**src/rtl/spi_flash_reader.sv**
```systemverilog
// SPI mode-0 read engine: issues READ + 24-bit address, then streams one
// sector of flash data into a FIFO write port with Full back-pressure.
module spi_flash_reader #(
   parameter int          SECTOR_SHIFT = 9,
   parameter int          CLK_DIV      = 2,
   parameter logic [7:0]  READ_CMD     = 8'h03
) (
   input  logic        clk,
   input  logic        rst,
   input  logic        Flash_Read,
   input  logic [23:0] Flash_Start,
   input  logic        Full,
   output logic        WriteFIFO,
   output logic [7:0]  FIFO_data,
   output logic        busy,
   output logic        sclk,
   output logic        cs_n,
   output logic        mosi,
   input  logic        miso
);

   localparam logic [2:0] IDLE     = 3'd0;
   localparam logic [2:0] CS_SETUP = 3'd1;
   localparam logic [2:0] CMD      = 3'd2;
   localparam logic [2:0] ADDR     = 3'd3;
   localparam logic [2:0] DATA     = 3'd4;
   localparam logic [2:0] PUSH     = 3'd5;
   localparam logic [2:0] CS_HOLD  = 3'd6;

   localparam int DW = (CLK_DIV > 1) ? $clog2(CLK_DIV) : 1;
   localparam int BW = SECTOR_SHIFT + 1;
   localparam logic [DW-1:0] DIV_LAST  = DW'(CLK_DIV - 1);
   localparam logic [BW-1:0] BYTE_LAST = BW'((1 << SECTOR_SHIFT) - 1);

   logic [2:0]    state;
   logic [DW-1:0] div_cnt;
   logic [4:0]    bit_cnt;
   logic [31:0]   tx;
   logic [7:0]    rx;
   logic [BW-1:0] byte_cnt;
   logic [23:0]   byte_addr;
   logic          div_done;

   assign byte_addr = Flash_Start << SECTOR_SHIFT;
   assign div_done  = (div_cnt == DIV_LAST);

   // sclk doubles as the bit-phase flag: 0 = low phase, 1 = high phase.
   always_ff @(posedge clk or posedge rst) begin
      if (rst) begin
         state     <= IDLE;
         div_cnt   <= '0;
         bit_cnt   <= '0;
         tx        <= '0;
         rx        <= '0;
         byte_cnt  <= '0;
         cs_n      <= 1'b1;
         sclk      <= 1'b0;
         mosi      <= 1'b0;
         busy      <= 1'b0;
         WriteFIFO <= 1'b0;
         FIFO_data <= 8'h00;
      end else begin
         // NOTE: non-blocking default here is overridden by a later <= in the
         // same cycle, so the strobe is a single-cycle pulse without extra logic.
         WriteFIFO <= 1'b0;
         case (state)
            IDLE: begin
               if (Flash_Read) begin
                  state    <= CS_SETUP;
                  cs_n     <= 1'b0;
                  busy     <= 1'b1;
                  tx       <= {READ_CMD, byte_addr};
                  byte_cnt <= '0;
                  div_cnt  <= '0;
               end
            end
            CS_SETUP: begin
               if (div_done) begin
                  div_cnt <= '0;
                  bit_cnt <= '0;
                  state   <= CMD;
                  mosi    <= tx[31];
                  tx      <= {tx[30:0], 1'b0};
               end else begin
                  div_cnt <= div_cnt + 1'b1;
               end
            end
            CMD, ADDR, DATA: begin
               if (!div_done) begin
                  div_cnt <= div_cnt + 1'b1;
               end else if (!sclk) begin
                  div_cnt <= '0;
                  sclk    <= 1'b1;
                  if (state == DATA) rx <= {rx[6:0], miso};
               end else begin
                  div_cnt <= '0;
                  sclk    <= 1'b0;
                  bit_cnt <= bit_cnt + 1'b1;
                  if (state == DATA) begin
                     if (bit_cnt == 5'd7) begin
                        state   <= PUSH;
                        bit_cnt <= '0;
                     end
                  end else if (bit_cnt == 5'd31) begin
                     state   <= DATA;
                     mosi    <= 1'b0;
                     bit_cnt <= '0;
                  end else begin
                     if (bit_cnt == 5'd7) state <= ADDR;
                     mosi <= tx[31];
                     tx   <= {tx[30:0], 1'b0};
                  end
               end
            end
            PUSH: begin
               // Strobe first, advance on the following cycle so the write is
               // always issued from inside PUSH.
               if (WriteFIFO) begin
                  byte_cnt <= byte_cnt + 1'b1;
                  div_cnt  <= '0;
                  state    <= (byte_cnt == BYTE_LAST) ? CS_HOLD : DATA;
               end else if (!Full) begin
                  WriteFIFO <= 1'b1;
                  FIFO_data <= rx;
               end
            end
            CS_HOLD: begin
               if (div_done) begin
                  div_cnt <= '0;
                  cs_n    <= 1'b1;
                  busy    <= 1'b0;
                  state   <= IDLE;
               end else begin
                  div_cnt <= div_cnt + 1'b1;
               end
            end
            default: state <= IDLE;
         endcase
      end
   end

endmodule

```
**config.mk**
```make
export PLATFORM = sky130hd
export DESIGN_NAME = spi_flash_reader
export DESIGN_NICKNAME = d
export VERILOG_FILES = /design/src/rtl/spi_flash_reader.sv
export SDC_FILE = /design/constraint.sdc
export NUM_CORES = 1
export LEC_CHECK = 0
export ABC_AREA = 1
export CAP_MARGIN = 20
export CORE_MARGIN = 2
export CORE_UTILIZATION = 45
export CTS_BUF_LIST = sky130_fd_sc_hd__clkbuf_4 sky130_fd_sc_hd__clkbuf_8
export CTS_CLUSTER_DIAMETER = 100
export DETAILED_ROUTE_END_ITERATION = 16
export GPL_TIMING_DRIVEN = 0
export PLACE_DENSITY_LB_ADDON = 0.15
export SLEW_MARGIN = 20
export SYNTH_ARGS = -nofsm -noshare
export SYNTH_HDL_FRONTEND = slang
export SYNTH_SLANG_ARGS = --single-unit
```
**constraint.sdc**
```tcl
create_clock -name clk -period 4.1 [get_ports clk]
set_input_delay 1.025 -clock clk [delete_from_list [all_inputs] [get_ports clk]]
set_output_delay 1.025 -clock clk [all_outputs]
set_load 0.1 [all_outputs]
```
==> Flow_metrics.wiki, run 1 <==
{| class="wikitable"
! Metric !! Value
|-
| Commonest register cell after synthesis || dfrtp_1
|-
| Wire length per cell || 11.6 um
|-
| Flip-flop and latch count after synthesis || 63
|-
| Sum of negative setup slack || 0 ns
|-
| Synthesized Nets || 475
|-
| Number of max-slew violations in the final report || 0
|-
| Total of max-cap violations || 0
|-
| Transition time at the pin with the least slew margin || 0.975 ns
|-
| Reg2reg setup slack || 2.13 ns
|-
| Worst setup path category || reg2out
|-
| Antenna violation net count after detailed routing || 0
|-
| Crit. End Element || primary output
|-
| Top delay family on crit path || buffers and inverters
|-
| RSZ-0062 raised after global routing || no
|-
| Share of cells above drive strength 1 || 11.6%
|-
| Buffers inserted by post-CTS timing repair || 0
|-
| Clock-pin slew on the worst setup and hold paths || 0.08 ns
|-
| Layout area overhead || 20.1%
|-
| Synthesized cell area || 0.00333 mm2
|-
| Worst path cell trace || clkdlybuf4s50_1
|-
| End-of-flow core utilization || 55.4%
|-
| Remaining global-route overflow || 0
|-
| I/O Buffers || 32
|-
| Synth warn || 0
|-
| I/O pin count || 42
|-
| Maximum level of the CTS H-tree || 3
|-
| Number of buffers inserted for hold repair after clock tree synthesis || 0
|-
| Total detailed-routing wirelength || 6830 um
|-
| Post-Route Skew || 0.00525 ns
|-
| Hold Violations, Final || 0
|-
| Iteration-0 DRC Markers || 176
|-
| Detailed placement HPWL || 4720 um
|-
| Die Footprint || 0.00810 mm2
|-
| Clock buffer depth || 2
|-
| Worst-case headroom to the max-slew limit || 34.8%
|-
| Number of nets in the layout || 519
|-
| Number of design rule violations left after detail routing || 0
|-
| Power per cell area || 622 mW/mm2
|-
| Instance count of the mapped netlist || 443
|-
| Number of sinks driven by the clock tree || 63
|-
| Clock tree from TritonCTS || built
|-
| Total inserted antenna cells || 0
|-
| Number of inserted filler cells in the final layout || 702
|-
| Hold Slack || 0.466 ns
|-
| GRT Overall Usage || 18.2%
|-
| Final weighted congestion of routability-driven global placement || 0.824
|-
| Vias || 2836
|-
| Via count of the first global-routing pass || 2724
|-
| Highest attainable clock frequency || 331 MHz
|-
| Final critical-path required period || 3.02 ns
|-
| Period Utilization, post-route || 73.6%
|-
| Proportion of synthesized flip-flops having asynchronous set or reset || 100%
|-
| Cts repair resizes || 0
|-
| Cell variety after synth || 29
|-
| Number of buffer and inverter stages on the critical path || 1
|-
| Tightest Hold Check Type || reg2reg
|-
| CTS Buf Count || 9
|-
| Status || complete, no violations
|-
| Maximum fanout count along the critical path || 2
|-
| Initial antenna violation count || 0
|-
| Total core area || 0.00721 mm2
|-
| Maximum ir drop on the vdd rail || 376 uV
|-
| Number of flops mapped to enable cells by yosys || 0
|-
| Library cell used as clock root buffer || clkbuf_8
|-
| Sequential element share of the synthesized area || 47.4%
|-
| 1st-pass router iterations || 5
|-
| Max incr delay on CP || 1.12 ns
|-
| Placement row count || 31
|-
| Kind of start point of the critical path || flop
|-
| DIE HEIGHT || 90 um
|-
| Slowest cell on crit path || clkdlybuf4s50_1
|-
| Via/cell ratio || 4.80
|-
| Global-route wire length before repair || 12200 um
|-
| Total setup violations reported at the end of the flow || 0
|-
| Worst endpoint required time || 3.07 ns
|-
| Leakage power || 2.13 nW
|-
| Insertion delay to the later sink of the worst-skew pair || 0.34 ns
|-
| Overall die width || 90 um
|-
| Arrival time at the worst endpoint || 1.99 ns
|-
| Maximum number of pins on one net before global-route repair || 44
|-
| Mean post-synth cell area || 7.51 um2
|-
| Starting density of the core || 46.1%
|}
[where the power goes]
part           total [W]  internal, W  switching, W
registers       0.000846     0.000763     0.0000835
logic            0.00109     0.000351      0.000744
clock network   0.000546     0.000280      0.000266
total            0.00249      0.00139       0.00109
[worst paths after layout]
kind | startpoint | end | depth (start not counted)
max | cs_n | cs_n | 1
min | cs_n | cs_n | 2
max reg2reg | bit_cnt[0] | tx[9] | 11
min reg2reg | cs_n | cs_n | 2
max in group asynchronous | rst | cs_n | 3
min in group asynchronous | rst | FIFO_data[0] | 2
[Yosys cell counts, types with 3 or more instances]
cell	count	area [um2]
buf_2	8	40.0
ha_1	3	37.5
o21ai_1	4	20.0
nor2_1	17	63.8
o21ai_2	7	61.3
buf_6	3	33.8
nand3_1	41	205
a21oi_1	9	45.0
inv_1	48	180
nand2_2	5	31.3
dfrtp_1	62	1550
nand3_2	4	40.0
nor3_1	4	20.0
nand4_1	7	43.8
nor2_4	3	33.8
nand2_1	188	706
o21ai_0	14	70.1
[cells in the final DEF (no fill, tap or decap), types with 2 or more instances in the layout]
cell             count
a21oi_1              9
inv_1               47
ha_1                 3
nand2_4              2
clkinvlp_4           3
nand3_1             41
nand4_1              7
clkdlybuf4s50_1     32
buf_4                2
nor2_1              17
buf_2                8
inv_2                2
clkbuf_8             9
nand2_1            188
nor3_1               4
o21ai_0             14
clkinv_2             2
o211ai_1             2
o21ai_1              4
dfrtp_1             62
buf_6                3
o21ai_2              7
nor2_4               3
nand2_2              5
nand3_2              4
[metrics by stage]
step / setup slack [ns] / instance area [um2] / std cells / power, W
2_1_floorplan: 1.51 / 3330 / 443 / 0.00170
3_3_place_gp: 0.327 / 3770 / 574 / 0.00194
3_5_place_dp: 1.44 / 3800 / 575 / 0.00196
4_1_cts: 1.06 / 4000 / 591 / 0.00251
5_1_grt: 1.04 / 4000 / 591 / 0.00270
6_report: 1.08 / 4000 / 591 / 0.00249
[area by class of cell]
class | instances | area [um2] | share of cell area [%]
multi-input combinational | 315 | 1450 | 36.3
timing repair buffer | 33 | 348 | 8.70
sequential | 63 | 1580 | 39.5
buffer | 15 | 113 | 2.82
inverter | 50 | 190 | 4.76
clock buffer | 9 | 124 | 3.10
clock inverter | 7 | 71.3 | 1.78
tap | 99 | 124 | 3.10
[cells by family (layout without fill, tap and decap cells)]
group                    count (synthesis)  after routing  synth area share (%)
XOR/XNOR                                 1              1                 0.263
buffers and inverters                   65            114                  9.02
AND/OR/NAND/NOR                        274            274                  35.6
AO/OA/AOI/OAI                           37             37                  6.54
flip-flops                              63             63                  47.4
adder cells (fa/ha/maj)                  3              3                  1.13
[registers in the layout (all words and copies together) (netlist names)]
signal and flops:
div_cnt 1, WriteFIFO 1, busy 1, tx 23
sclk 1, byte_cnt 10, bit_cnt 5, rx 8
FIFO_data 8, cs_n 1, mosi 1, state 3
[per-layer routing]
layer	GRT usage (%)	part of all wire [%]	vias up
li1	-	-	1473
met1	25.2	51	1320
met2	28.3	45	34
met3	3.35	2.4	9
met4	7.56	1.5	0
met5	0	0	-
Power figures use the tool's default switching activity.
==> inputs of run 2 (changes only) <==
- clock period: 4.1 -> 3.1 ns (I/O delays scaled with it)
==> results of run 2 <==
Same layout as run 1 (identical final DEF). Status: complete, no violations.
Among the figures that moved: setup slack after placement 1.44 ns -> 0.694 ns; setup slack after layout 1.08 ns -> 0.333 ns; register-to-register setup slack 2.13 ns -> 1.13 ns; total power 0.00249 W -> 0.00329 W; worst IR drop on VDD 376 uV -> 497 uV
